$ cat src/rtl/audio_pkg.sv
// Shared types and constants for the Direct Sound FIFO controller.
package audio_pkg;

  typedef logic [15:0] sample_t;

  localparam int WR_AW_DEFAULT = 1;

  // Bit positions of the sticky error flags in the sound status register.
  localparam int FLAG_OVF_BIT = 0;
  localparam int FLAG_UDF_BIT = 1;
  localparam int FLAG_W       = 2;

  // FIFO capacity in 16-bit halfwords for a given write address width.
  function automatic int fifo_cap(input int wr_aw);
    return 1 << (wr_aw + 1);
  endfunction

endpackage

$ cat src/rtl/audio_fifo_ctrl_if.sv
// Bus between the FIFO controller and one Audio_SDPB instance:
// 32-bit write port A, 16-bit bypass-mode read port B.
interface audio_fifo_ctrl_if
  import audio_pkg::*;
#(
  parameter int WR_AW = WR_AW_DEFAULT
);

  logic             ram_cea;
  logic [WR_AW-1:0] ram_ada;
  logic [31:0]      ram_din;
  logic             ram_ceb;
  logic             ram_oce;
  logic [WR_AW:0]   ram_adb;
  sample_t          ram_dout;

  modport master (
    output ram_cea, ram_ada, ram_din, ram_ceb, ram_oce, ram_adb,
    input  ram_dout
  );

  modport slave (
    input  ram_cea, ram_ada, ram_din, ram_ceb, ram_oce, ram_adb,
    output ram_dout
  );

endinterface

$ cat src/rtl/audio_fifo_ptrs.sv
// Write/read pointers, halfword fill level and push/pop acceptance for
// one circular audio FIFO (words in, halfwords out).
module audio_fifo_ptrs
  import audio_pkg::*;
#(
  parameter int WR_AW = WR_AW_DEFAULT
) (
  input  logic             clk,
  input  logic             reset,
  input  logic             clear,
  input  logic             push_req,
  input  logic             pop_req,
  output logic             push_ok,
  output logic             pop_ok,
  output logic             push_drop,
  output logic             pop_empty,
  output logic [WR_AW-1:0] wr_ptr,
  output logic [WR_AW:0]   rd_ptr,
  output logic [WR_AW+1:0] level
);

  localparam int CAP   = fifo_cap(WR_AW);
  localparam int LVL_W = WR_AW + 2;
  localparam logic [LVL_W-1:0] PUSH_MAX = LVL_W'(CAP - 2);

  logic [WR_AW-1:0] wr_ptr_q, wr_ptr_d;
  logic [WR_AW:0]   rd_ptr_q, rd_ptr_d;
  logic [LVL_W-1:0] level_q, level_d;

  // Both decisions look at the level before this cycle's update, so a
  // full FIFO drops a push even if a pop frees space in the same cycle.
  always_comb begin
    push_ok   = push_req && !clear && (level_q <= PUSH_MAX);
    push_drop = push_req && !clear && (level_q >  PUSH_MAX);
    pop_ok    = pop_req  && !clear && (level_q != '0);
    pop_empty = pop_req  && !clear && (level_q == '0);

    wr_ptr_d = wr_ptr_q;
    rd_ptr_d = rd_ptr_q;
    level_d  = level_q;
    if (clear) begin
      wr_ptr_d = '0;
      rd_ptr_d = '0;
      level_d  = '0;
    end else begin
      if (push_ok) begin
        wr_ptr_d = wr_ptr_q + WR_AW'(1);
        level_d  = level_d + LVL_W'(2);
      end
      if (pop_ok) begin
        rd_ptr_d = rd_ptr_q + (WR_AW + 1)'(1);
        level_d  = level_d - LVL_W'(1);
      end
    end
  end

  always_ff @(posedge clk) begin
    if (reset) begin
      wr_ptr_q <= '0;
      rd_ptr_q <= '0;
      level_q  <= '0;
    end else begin
      wr_ptr_q <= wr_ptr_d;
      rd_ptr_q <= rd_ptr_d;
      level_q  <= level_d;
    end
  end

  assign wr_ptr = wr_ptr_q;
  assign rd_ptr = rd_ptr_q;
  assign level  = level_q;

endmodule

$ cat src/rtl/audio_fifo_ctrl.sv
// Direct Sound FIFO sequencer: drives the audio SDPB RAM as a circular
// FIFO, delivers mixer samples, requests DMA refills and flags errors.
module audio_fifo_ctrl
  import audio_pkg::*;
#(
  parameter int WR_AW     = WR_AW_DEFAULT,
  parameter int LOW_WATER = 2
) (
  input  logic                     clk,
  input  logic                     reset,
  input  logic                     wr_en,
  input  logic [31:0]              wr_data,
  input  logic                     fifo_clear,
  input  logic                     sample_tick,
  audio_fifo_ctrl_if.master        ram,
  output sample_t                  sample_out,
  output logic                     sample_valid,
  output logic                     dma_req,
  output logic [WR_AW+1:0]         level,
  output logic                     overflow,
  output logic                     underflow
);

  localparam int LVL_W = WR_AW + 2;
  localparam logic [LVL_W-1:0] DMA_TRIP = LVL_W'(LOW_WATER + 1);

  logic             clear;
  logic             push_ok, pop_ok, push_drop, pop_empty;
  logic [WR_AW-1:0] wr_ptr;
  logic [WR_AW:0]   rd_ptr;
  logic [LVL_W-1:0] level_cur;
  logic             capture;

  logic              pop_pend_q, pop_pend_d;
  logic              dma_pend_q, dma_pend_d;
  sample_t           sample_q, sample_d;
  logic              sample_valid_q, sample_valid_d;
  logic              dma_req_q, dma_req_d;
  logic [FLAG_W-1:0] flags_q, flags_d;

  assign clear = fifo_clear || reset;

  audio_fifo_ptrs #(
    .WR_AW (WR_AW)
  ) u_ptrs (
    .clk       (clk),
    .reset     (reset),
    .clear     (clear),
    .push_req  (wr_en),
    .pop_req   (sample_tick),
    .push_ok   (push_ok),
    .pop_ok    (pop_ok),
    .push_drop (push_drop),
    .pop_empty (pop_empty),
    .wr_ptr    (wr_ptr),
    .rd_ptr    (rd_ptr),
    .level     (level_cur)
  );

  assign ram.ram_cea = push_ok;
  assign ram.ram_ada = wr_ptr;
  assign ram.ram_din = wr_data;
  assign ram.ram_ceb = pop_ok;
  assign ram.ram_oce = 1'b1;
  assign ram.ram_adb = rd_ptr;

  // A pop only crosses the low-water mark downward when it starts one
  // above it with no concurrent push; the level must climb back before
  // that can happen again, which gives the one-shot refill request.
  always_comb begin
    pop_pend_d     = pop_ok;
    dma_pend_d     = pop_ok && !push_ok && (level_cur == DMA_TRIP);
    capture        = pop_pend_q && !clear;
    sample_d       = capture ? ram.ram_dout : sample_q;
    sample_valid_d = capture;
    dma_req_d      = capture && dma_pend_q;

    flags_d = flags_q;
    if (clear) begin
      flags_d = '0;
    end else begin
      if (push_drop) flags_d[FLAG_OVF_BIT] = 1'b1;
      if (pop_empty) flags_d[FLAG_UDF_BIT] = 1'b1;
    end
  end

  always_ff @(posedge clk) begin
    if (reset) begin
      pop_pend_q     <= 1'b0;
      dma_pend_q     <= 1'b0;
      sample_q       <= '0;
      sample_valid_q <= 1'b0;
      dma_req_q      <= 1'b0;
      flags_q        <= '0;
    end else begin
      pop_pend_q     <= pop_pend_d;
      dma_pend_q     <= dma_pend_d;
      sample_q       <= sample_d;
      sample_valid_q <= sample_valid_d;
      dma_req_q      <= dma_req_d;
      flags_q        <= flags_d;
    end
  end

  assign sample_out   = sample_q;
  assign sample_valid = sample_valid_q;
  assign dma_req      = dma_req_q;
  assign level        = level_cur;
  assign overflow     = flags_q[FLAG_OVF_BIT];
  assign underflow    = flags_q[FLAG_UDF_BIT];

endmodule

$ cat src/flat_wrapper.sv
// flat-port wrapper written by rule: the top's interface ports become plain ports
module audio_fifo_ctrl_flat import audio_pkg::*;
#(
  parameter int WR_AW     = WR_AW_DEFAULT,
  parameter int LOW_WATER = 2
)
  (clk, reset, wr_en, wr_data, fifo_clear, sample_tick, sample_out, sample_valid, dma_req, level, overflow, underflow, ram_ram_cea, ram_ram_ada, ram_ram_din, ram_ram_ceb, ram_ram_oce, ram_ram_adb, ram_ram_dout);
  audio_fifo_ctrl_if #(.WR_AW(WR_AW)) ram_i ();
  input  logic clk;
  input  logic reset;
  input  logic wr_en;
  input  logic [31:0] wr_data;
  input  logic fifo_clear;
  input  logic sample_tick;
  output sample_t sample_out;
  output logic sample_valid;
  output logic dma_req;
  output logic [WR_AW+1:0] level;
  output logic overflow;
  output logic underflow;
  output wire logic [$bits(ram_i.ram_cea)-1:0] ram_ram_cea;
  output wire logic [$bits(ram_i.ram_ada)-1:0] ram_ram_ada;
  output wire logic [$bits(ram_i.ram_din)-1:0] ram_ram_din;
  output wire logic [$bits(ram_i.ram_ceb)-1:0] ram_ram_ceb;
  output wire logic [$bits(ram_i.ram_oce)-1:0] ram_ram_oce;
  output wire logic [$bits(ram_i.ram_adb)-1:0] ram_ram_adb;
  input wire logic [$bits(ram_i.ram_dout)-1:0] ram_ram_dout;
  assign ram_ram_cea = ram_i.ram_cea;
  assign ram_ram_ada = ram_i.ram_ada;
  assign ram_ram_din = ram_i.ram_din;
  assign ram_ram_ceb = ram_i.ram_ceb;
  assign ram_ram_oce = ram_i.ram_oce;
  assign ram_ram_adb = ram_i.ram_adb;
  assign ram_i.ram_dout = ram_ram_dout;
  audio_fifo_ctrl #(.WR_AW(WR_AW), .LOW_WATER(LOW_WATER)) u_core (.clk(clk), .reset(reset), .wr_en(wr_en), .wr_data(wr_data), .fifo_clear(fifo_clear), .sample_tick(sample_tick), .ram(ram_i), .sample_out(sample_out), .sample_valid(sample_valid), .dma_req(dma_req), .level(level), .overflow(overflow), .underflow(underflow));
endmodule
$ cat config.mk
export PLATFORM = sky130hd
export DESIGN_NAME = audio_fifo_ctrl_flat
export DESIGN_NICKNAME = d
export VERILOG_FILES = /design/src/rtl/audio_pkg.sv /design/src/rtl/audio_fifo_ctrl_if.sv /design/src/rtl/audio_fifo_ptrs.sv /design/src/rtl/audio_fifo_ctrl.sv /design/src/flat_wrapper.sv
export SDC_FILE = /design/constraint.sdc
export NUM_CORES = 1
export LEC_CHECK = 0
export CAP_MARGIN = 20
export CORE_UTILIZATION = 25
export CTS_BUF_LIST = sky130_fd_sc_hd__clkbuf_8
export DETAILED_ROUTE_END_ITERATION = 8
export DONT_BUFFER_PORTS = 1
export PLACE_DENSITY = 0.46
export SYNTH_ARGS = -nofsm -noshare
export SYNTH_HDL_FRONTEND = slang
export SYNTH_HIERARCHICAL = 1
export SYNTH_SLANG_ARGS = --single-unit
export TNS_END_PERCENT = 50
$ cat constraint.sdc
create_clock -name clk -period 4.8 [get_ports clk]
set_input_delay 0.72 -clock clk [delete_from_list [all_inputs] [get_ports clk]]
set_output_delay 0.72 -clock clk [all_outputs]
set_load 0.05 [all_outputs]
Yosys cells after proc, flatten, opt, wreduce, memory -nomap -nowiden:

Cells that the tools add are included.

* register bits after elaboration: 28
* input port bits: 53
* bits in latches: 0
* word-level logic and storage cells: 36
* memories kept: 0
* memory bits (read-only): 0
* RAM bits: 0

* shifts and indexed selects: 0
* $add $sub $neg: 4
* multiply operators: 0
* equal/unequal tests: 1
* div/mod/pow operators: 0
* reductions and logical operators: 16
* multiplexer cells: 3
* bitwise operators: 0
* magnitude comparators: 2

Operators by type and width (count)
* logical AND 1 bit: 10
* 2-to-1 mux 3 bit: 3
* adder 3 x 2 -> 3 bit (second input constant): 1
* == test 3 x 2 -> 1 bit (second input constant): 1
* greater-than comparator 3 x 2 -> 1 bit (second input constant): 1
* <= comparator 3 x 2 -> 1 bit (second input constant): 1
* logical NOT 3 bit: 1
* nonzero test 3 bit: 1
* subtractor 3 x 1 -> 3 bit (second input constant): 1
* adder 2 x 1 -> 2 bit (second input constant): 1
* logical NOT 1 bit: 2
* OR reduction 2 bit: 1
* adder 1 bit (second input constant): 1
* logical OR 1 bit: 1

Logic depth before layout (Yosys ltp):

Gate-level depths: netlist of run 1.

* word-level depth: 8
* depth in mapped cells: 10
* mapped depth without buffers: 9

Modules after synthesis:

Netlist of run 1, hierarchy kept.

Modules (own cells, without submodules)
* audio_fifo_ctrl: area an instance 1196.1 um2, cells each 120, instances 1
* audio_fifo_ptrs: area an instance 407.9 um2, cells each 49, instances 1

Worst setup path after synthesis of run 1:

OpenSTA, ideal clock, no wires.

* kind: input-to-output
* start point: input port reset
* end point: output port ram_ram_cea
* arrival: 2.036 ns
* path buffers: 1
* slack: 2.044 ns
* cell stages on the path: 5
* cell sequence: buf_2 nor2_1 inv_1 nand2b_1 nor2_1

* longest elaborated chain between the ends: 4

Ends and longest elaborated chain
* start, declared: line flat_wrapper.sv:10 `input logic reset;`
* logical OR 1 bit: line audio_fifo_ctrl.sv:41 `assign clear = fifo_clear || reset;`
* net u_core.clear: line audio_fifo_ctrl.sv:27 `logic clear;`
* logical NOT 1 bit: line audio_fifo_ptrs.sv:33 `push_ok = push_req && !clear && (level_q <= PUSH_MAX);`
* logical AND 1 bit (2 in series): line audio_fifo_ptrs.sv:33
* end, declared: line flat_wrapper.sv:21 `output wire logic [$bits(ram_i.ram_cea)-1:0] ram_ram_cea;`

The timed path passes the listed nets, and every way through them passes these cells.

Worst setup path after layout of run 1:

* start point: register u_core.u_ptrs.level_q[1], in the netlist u_core/u_ptrs/level[1]
* end point: output port ram_ram_cea

* longest elaborated chain between the ends: 2

Ends and longest elaborated chain
* start, declared: line audio_fifo_ptrs.sv:28 `logic [LVL_W-1:0] level_q, level_d;`
* start signal, assigned: line audio_fifo_ptrs.sv:65 `level_q <= level_d;`
* <= comparator 3 x 2 -> 1 bit: line audio_fifo_ptrs.sv:33
* logical AND 1 bit: line audio_fifo_ptrs.sv:33

No other way between the ends.

==> run metrics, run 1 <==
status complete, no violations; type of element launching the critical path register; PortBufs 0; CTS root buf clkbuf_8; RSZ-0062 raised after global routing false; clk slew on worst S/H paths 0.10 ns; first-pass GRT wire length 4.49 mm; Gate Count Post-Synth 169; die area 6740 µm²; crit path kind register to output port; post-synthesis compound-gate area fraction 0.132; fillers 651; CTS resizes 0; worst stage delay on the critical path 0.83 ns; Least-Margin Pin Slew 1.02 ns; Hold WS 0.500 ns; setup slack after layout 1.93 ns; most common library cell in the layout ignoring fill and taps dfxtp_1; # Post-CTS Setup Buffers 0; nets@finish 188; max_slew headroom 0.316; XOR/XNOR Fraction of Synth Area 0.0109; largest net degree at the start of global routing 37; final hold violations 0; simple logic cell fraction of the synthesized area 0.289; Crit path buffers/inverters 1; largest family of logic cells by synthesized area simple AND/OR/NAND/NOR gates; Area Growth Syn to Fin -8.81%; synth warn 6; Post-Route WL 3.18 mm; fin. max-slew vios 0; Clock Latency Late Sink 0.28 ns; register area share after synthesis 0.349; highest clock rate 0.349 GHz; Synth Net Count 224; vias per cell 4.67; Critical Path RT 4.08 ns; Crit Path Max Fanout 8; PwrDens 304 nW/µm²; Clk pwr share 0.432; initial antenna violation count 0; most frequent cells in the layout dfxtp_1 (28), nand2b_1 (18), nand4bb_1 (16), o21ai_2 (10), nor2_1 (7); asr flop ratio synth 0; row count 28; crit-path cells inv_1 > ha_1 > a21oi_1 > nor2_1; mean area per synthesized cell 9.49 µm²; post-synthesis mux area share 0; Mapped Area 1600 µm²; Pleak 0.482 nW; switching share of power 0.203; combinational share of power 0.039; drt first pass iters 4; vias in the first global route 858; count of hold-fix buffers inserted at cts 0; Cell variety after synth 36; DRT iter0 DRCs 33; gr usage total 0.0909; crit path max-delay cell type nor2_1; CP Data Arrival Time 2.15 ns; CTS H-tree depth 1; Starting Density 0.265; post-route ant nets 0; Clock Skews 0.00163 ns; TNS Setup 0 ns; Die Span X 82.1 µm; post-synthesis adder-cell area fraction 0.0156; Core Region 6060 µm²; Die Ht 82.1 µm; crit-path leading delay family simple AND/OR/NAND/NOR gates; total vias in the final route 966; fin util 0.241; GPL Wtd Cong 0.652; pre-CTS setup slack 1.99 ns; Net Switching 0.0000901 W; shortest period the worst path allows 2.87 ns; MaxCap Viol Count 0; VDD IR max 0.156 mV; GR Overflow Total 0; clk sinks 28; dominant synthesized flop cell dfxtp_1; CP endpoint kind output port; Top Ports 114; CTS buffer count 3; CTS tree yes; number of synthesized flops with an enable pin 0; sequential power share 0.529; fin crit share 0.597; Detail Placement HPWL 2.26 mm; setup violators final 0; Clock Path Buffers 2; Int Power 0.000354 W; share of cells above drive strength 1 0.167; wire length per cell 15.4 µm; min-delay worst type register to register; DRC viols 0; Ant. Diodes 0; flops & latches, synth 28
[power by group through the flow]
stage | Sequential, W | Clock [W] | Combinational (W)
after detailed placement | 0.000240 | 0 | 0.0000173
after global placement | 0.000240 | 0 | 0.0000172
final | 0.000235 | 0.000192 | 0.0000172
after CTS | 0.000235 | 0.000200 | 0.0000173
after global routing | 0.000235 | 0.000208 | 0.0000183
after floorplan | 0.000240 | 0 | 0.0000916
[final cells by class]
class / instances / area (µm²) / area share
clock buffer: 3 / 41.3 / 0.0282
inverter: 4 / 15.0 / 0.0103
tap: 75 / 93.8 / 0.0642
clock inverter: 1 / 30.0 / 0.0205
multi-input combinational: 96 / 722 / 0.494
sequential: 28 / 561 / 0.383
[metrics by stage]
| stage | power, W | cells | area [µm²] |
|---|---|---|---|
| floorplan | 0.000332 | 169 | 1600 |
| CTS | 0.000452 | 207 | 1460 |
| global placement | 0.000258 | 203 | 1390 |
| global route | 0.000462 | 207 | 1460 |
| detailed placement | 0.000258 | 203 | 1390 |
| finish | 0.000444 | 207 | 1460 |
[logic make-up after synthesis]
family	count (synthesis)
and+or+nand+nor	62
buffers and inverters	45
AOI/OAI and AO/OA	29
DFF	28
xor gates and xnor gates	2
adders and majority gates	2
other	1
[final timing paths]
| check | startpoint | endpoint | slack, ns | cells past startpoint |
|---|---|---|---|---|
| max | u_core/u_ptrs/level[1] | ram_ram_cea | 1.93 | 4 |
| min | u_core/dma_pend_q | u_core/dma_req | 0.50 | 1 |
| max reg2reg | u_core/u_ptrs/level[1] | u_core/u_ptrs/level[2] | 2.49 | 8 |
| min reg2reg | u_core/dma_pend_q | u_core/dma_req | 0.50 | 1 |
[layer usage]
metal,vias to the layer above,track usage,share of wire
li1,466,-,-
met1,454,0.0959,0.41
met2,42,0.155,0.46
met3,4,0.0484,0.12
met4,0,0.0298,0.0097
met5,-,0,0
[registers in the layout (all words and copies together) (netlist names)]
signal / flops
u_core/u_ptrs/rd_ptr: 2
u_core/flags_q: 2
u_core/sample_valid: 1
u_core/sample_out: 16
u_core/u_ptrs/level: 3
u_core/pop_pend_q: 1
u_core/dma_pend_q: 1
u_core/u_ptrs/wr_ptr: 1
u_core/dma_req: 1
[Yosys cell counts, types with 2 or more instances]
library cell  instances  area [µm²]
o21a_1                2        15.0
nand2_1               2        7.51
clkbuf_1              2        7.51
dfxtp_1              28         561
nor2_1                7        26.3
inv_1                 4        15.0
nand3_1               2        10.0
buf_4                33         248
nand2b_1             18         113
and3_1                3        18.8
nand4bb_1            16         180
ha_1                  2        25.0
a211oi_2              2        25.0
and2b_2               2        17.5
buf_2                 4        20.0
and2_1                2        12.5
o21ai_1               5        25.0
o21ai_0               4        20.0
a21oi_1               3        15.0
o21ai_2              10        87.6
nor2b_1               3        18.8
Note: power is estimated with default switching activity, not from simulation.
==> run 2: changes to the inputs <==
- PLACE_DENSITY: 0.46 -> 0.48
- clock period: 4.8 -> 2.5 ns (I/O delays scaled with it)
==> run 2 against run 1 <==
  * Die area did not move
  * Combinational power is 110% higher
  * Clock-buffer cell count did not move
  * Sequential share of layout area down 0.96 points
  * Global-route usage grew 0.21 points
  * Routed wire length shrank 3.1%
  * Non-clock buffer count increased by 5
  * Register-to-register slack got worse by 1.7 ns
  * Final area grew 2.6%
  * Sequential power up 91%
  * Core utilization up 0.62 points
  * Clock skew grew 0.0080 ns
  * Critical path type unchanged
  * Highest routed layer unchanged
==> run metrics, run 2 (synthesis gave the netlist of run 1 again) <==
max_slew headroom 0.625; design area 1500 µm²; min-delay worst type input port to register; Crit Path Max Fanout 6; final hold violations 0; VDD IR max 0.196 mV; CP Data Arrival Time 1.42 ns; crit path max-delay cell type or3_4; Hold WS 0.188 ns; R2R cell count 8; critical path depth in cells 3; Starting Density 0.265; initial antenna violation count 0; Clock Latency Late Sink 0.28 ns; Clock Path Buffers 2; CTS root buf clkbuf_8; crit-path cells buf_4 > or3_4 > and2_4; crit-path leading delay family simple AND/OR/NAND/NOR gates; Tot Pwr 0.000848 W; setup violators final 0; max reg flops 16; PortBufs 0; MaxCap Viol Count 0; fin. max-slew vios 0; largest net degree at the start of global routing 37; highest clock rate 0.556 GHz; vias per cell 4.58; most common library cell in the layout ignoring fill and taps dfxtp_1; shortest period the worst path allows 1.80 ns; CTS tree yes; Post-Route WL 3.08 mm; type of element launching the critical path register; worst stage delay on the critical path 0.40 ns; # Post-CTS Setup Buffers 0; Ant. Diodes 0; CP endpoint kind output port; GR Overflow Total 0; most frequent cells in the layout dfxtp_1 (28), nand2b_1 (18), nand4bb_1 (16), o21ai_2 (10), nor2_1 (7); fin util 0.248; Detail Placement HPWL 2.20 mm; Area Growth Syn to Fin -6.47%; wire length per cell 14.5 µm; TNS Setup 0 ns; Clock Skews 0.00962 ns; nets@finish 193; CTS resizes 0; count of hold-fix buffers inserted at cts 0; vias in the first global route 925; RSZ-0062 raised after global routing false; Pleak 0.509 nW; die area 6740 µm²; first-pass GRT wire length 4.64 mm; Critical Path RT 2.12 ns; WHS Path Cells 1; Crit path buffers/inverters 1; clk slew on worst S/H paths 0.09 ns; Top Ports 114; crit path kind register to output port; PwrDens 565 nW/µm²; Placed Area 1430 µm²; Die Ht 82.1 µm; CTS buffer count 3; total vias in the final route 972; share of cells above drive strength 1 0.197; post-route ant nets 0; DRC viols 0; Die Span X 82.1 µm; CTS H-tree depth 1; drt first pass iters 3; Least-Margin Pin Slew 0.561 ns; DRT iter0 DRCs 35; clk sinks 28; gr usage total 0.0930; status complete, no violations; GPL Wtd Cong 0.757; fin crit share 0.720; row count 28; Core Region 6060 µm²
==> run 2: cell types whose count changed in the layout (fill, tap and decap cells not counted) <==
cell / delta
buf_4: +5
==> run 2: final cells by class <==
cell class                 count  area, µm²
multi-input combinational     96        722
timing repair buffer           5       37.5
clock inverter                 1       30.0
fill                         656       4560
inverter                       4       15.0
tap                           75       93.8
sequential                    28        561
clock buffer                   3       41.3
==> run 2: report_power, final <==
part	internal [W]	total, W	switching, W
combinational	0.0000194	0.0000359	0.0000165
sequential	0.000447	0.000450	0.00000313
clock	0.000215	0.000363	0.000148
total	0.000681	0.000848	0.000168
==> run 2: worst paths after layout <==
kind	slack, ns	endpoint	from
max reg2reg	0.79	u_core/u_ptrs/level[2]	u_core/u_ptrs/level[0]
min reg2reg	0.46	u_core/dma_req	u_core/dma_pend_q
min	0.19	u_core/pop_pend_q	reset
max	0.70	ram_ram_ceb	u_core/u_ptrs/level[2]
==> run 2: worst register-to-register path: cells and delay by family, from the launching register on <==
kind	cells	cell delay, ns
flops	1	0.34
simple gates	2	0.24
buf+inv	1	0.23
compound gates	4	0.67
fa+ha+maj	1	0.18
==> run 2: per-layer routing <==
| metal | vias to the layer above | share of wire | GRT usage |
|---|---|---|---|
| met3 | 10 | 0.11 | 0.0429 |
| met4 | 0 | 0.010 | 0.0351 |
| met1 | 439 | 0.43 | 0.0993 |
| li1 | 479 | - | - |
| met2 | 44 | 0.45 | 0.160 |
| met5 | - | 0 | 0 |
==> run 2: per-stage QoR <==
step                      std cells  worst slack [ns]
final                           212             0.700
after global routing            212             0.580
after CTS                       212             0.688
after detailed placement        208             0.555
after global placement          208             0.630
after floorplan                 169             0.384
==> run 3: changes to the inputs <==
- clock period: 2.5 -> 1.6 ns (I/O delays scaled with it)
==> run 3 against run 2 <==
  * Die area stayed put
  * Non-clock buffer count up 8
  * Register-to-register slack lost 0.77 ns
  * Clock power grew 55%
  * Sequential power up 55%
  * Largest power group unchanged
==> run metrics, run 3 (synthesis gave the netlist of run 1 again) <==
status complete, no violations; gr usage total 0.102; highest clock rate 0.629 GHz; DRT iter0 DRCs 42; fin util 0.275; vias per cell 4.67; DRC viols 0; row count 28; fin. max-slew vios 0; most frequent cells in the layout dfxtp_1 (25), nand2b_1 (18), nand4bb_1 (16), buf_4 (11), o21ai_2 (10); fin crit share 0.993; WHS Path Cells 1; total vias in the final route 1,027; Pleak 0.566 nW; largest net degree at the start of global routing 37; Int Power 0.00107 W; Net Switching 0.000266 W; PwrDens 803 nW/µm²; Crit Path Max Fanout 4; setup violators final 0; CTS root buf clkbuf_8; PortBufs 0; Critical Path RT 1.36 ns; share of cells above drive strength 1 0.366; worst stage delay on the critical path 0.41 ns; final hold violations 0; Ant. Diodes 0; RR Endpoint u_core/u_ptrs/level[2]; drt first pass iters 4; first-pass GRT wire length 5.13 mm; CTS H-tree depth 1; Hold WS 0.0357 ns; min-delay worst type input port to register; clk sinks 28; Crit path buffers/inverters 1; Starting Density 0.265; GR Overflow Total 0; GPL Wtd Cong 0.831; count of hold-fix buffers inserted at cts 0; R2R cell count 8; type of element launching the critical path register; Least-Margin Pin Slew 0.536 ns; Top Ports 114; Clock Skews 0.00222 ns; nets@finish 201; shortest period the worst path allows 1.59 ns; pre-CTS setup slack 0.0100 ns; vias in the first global route 1,036; initial antenna violation count 0; max_slew headroom 0.642; die area 6740 µm²; max reg flops 16; VDD IR max 0.546 mV; RSZ-0062 raised after global routing true; critical path depth in cells 3; Clock Path Buffers 2; crit-path cells or3_4 > and2_4 > buf_6; switching share of power 0.199; Die Ht 82.1 µm; crit-path leading delay family simple AND/OR/NAND/NOR gates; wire length per cell 15.9 µm; CTS buffer count 3; Hold EP u_core/pop_pend_q; Post-Route WL 3.51 mm; hold path start reset; Area Growth Syn to Fin 3.90%; Die Span X 82.1 µm; Detail Placement HPWL 2.42 mm; post-route ant nets 0; crit path max-delay cell type or3_4; CP Data Arrival Time 1.35 ns; CP endpoint kind output port; sequential power share 0.522; Clock Latency Late Sink 0.28 ns; MaxCap Viol Count 0; Core Region 6060 µm²; reg2reg setup slack 0.02 ns; Clk pwr share 0.421; reg-to-reg startpoint u_core/u_ptrs/level[2]; CTS tree yes; most common library cell in the layout ignoring fill and taps dfxtp_1; combinational share of power 0.057; crit path kind register to output port; clk slew on worst S/H paths 0.10 ns; setup slack after layout 0.0111 ns
run 3: changes by cell type in the layout (fill, tap and decap cells not counted), moves of 2 or more:
cell	change
inv_1	-3
nor2_4	+2
buf_4	+6
dfxtp_4	+2
nor2_1	-3
and3_1	-2
inv_2	+3
and3_4	+2
dfxtp_1	-3
a21oi_1	-2
ha_1	-2
run 3: layer usage:
layer	GRT usage	share of wire
met1	0.103	0.37
met2	0.186	0.51
met5	0	0
met4	0.0404	0.011
met3	0.0385	0.11
run 3: worst max-delay path by stage:
stage / slack, ns / from / to
2_1_floorplan: 0.003 / u_core/u_ptrs/level[1] / u_core/u_ptrs/level[2]
3_3_place_gp: 0.11 / u_core/u_ptrs/level[2] / u_core/u_ptrs/level[2]
3_5_place_dp: 0.01 / u_core/u_ptrs/level[1] / u_core/u_ptrs/level[2]
4_1_cts: -0.03 / u_core/u_ptrs/level[2] / ram_ram_ceb
5_1_grt: -0.05 / u_core/u_ptrs/level[2] / u_core/u_ptrs/level[2]
6_report: 0.01 / u_core/u_ptrs/level[0] / ram_ram_ceb
run 3: area by class of cell:
type,count,area (µm²)
clock buffer,3,41.3
clock inverter,1,30.0
fill,641,4390
inverter,4,15.0
multi-input combinational,96,803
sequential,28,569
tap,75,93.8
timing repair buffer,13,114
run 3: repair_timing:
| item | in CTS | in global routing |
|---|---|---|
| endpoints found under the setup margin | 3 | 3 |
| pin swaps | 0 | 3 |
| gates resized for setup | 3 | 9 |
| setup buffers | 0 | 2 |
run 3: metrics by stage:
| stage | instances | cell area, µm² | setup TNS, ns | power [W] |
|---|---|---|---|---|
| final | 220 | 1670 | 0 | 0.00134 |
| after global routing | 220 | 1670 | -0.115 | 0.00139 |
| after CTS | 218 | 1620 | -0.0267 | 0.00136 |
| after detailed placement | 214 | 1530 | 0 | 0.000786 |
| after global placement | 214 | 1530 | 0 | 0.000785 |
| after floorplan | 169 | 1650 | 0 | 0.00100 |
run 3: worst register-to-register path, delay by kind of cell, from the launching register on:
kind / cells / cell delay [ns]
simple gates: 3 / 0.45
flops: 1 / 0.39
fa+ha+maj: 2 / 0.36
compound gates: 2 / 0.26
buf+inv: 1 / 0.05
run 3: power by group through the flow:
stage | clock network [W] | logic [W] | registers, W
after floorplan | 0 | 0.000283 | 0.000717
after global placement | 0 | 0.0000704 | 0.000715
after detailed placement | 0 | 0.0000709 | 0.000715
after CTS | 0.000593 | 0.0000721 | 0.000699
after global routing | 0.000614 | 0.0000799 | 0.000699
final | 0.000564 | 0.0000758 | 0.000698
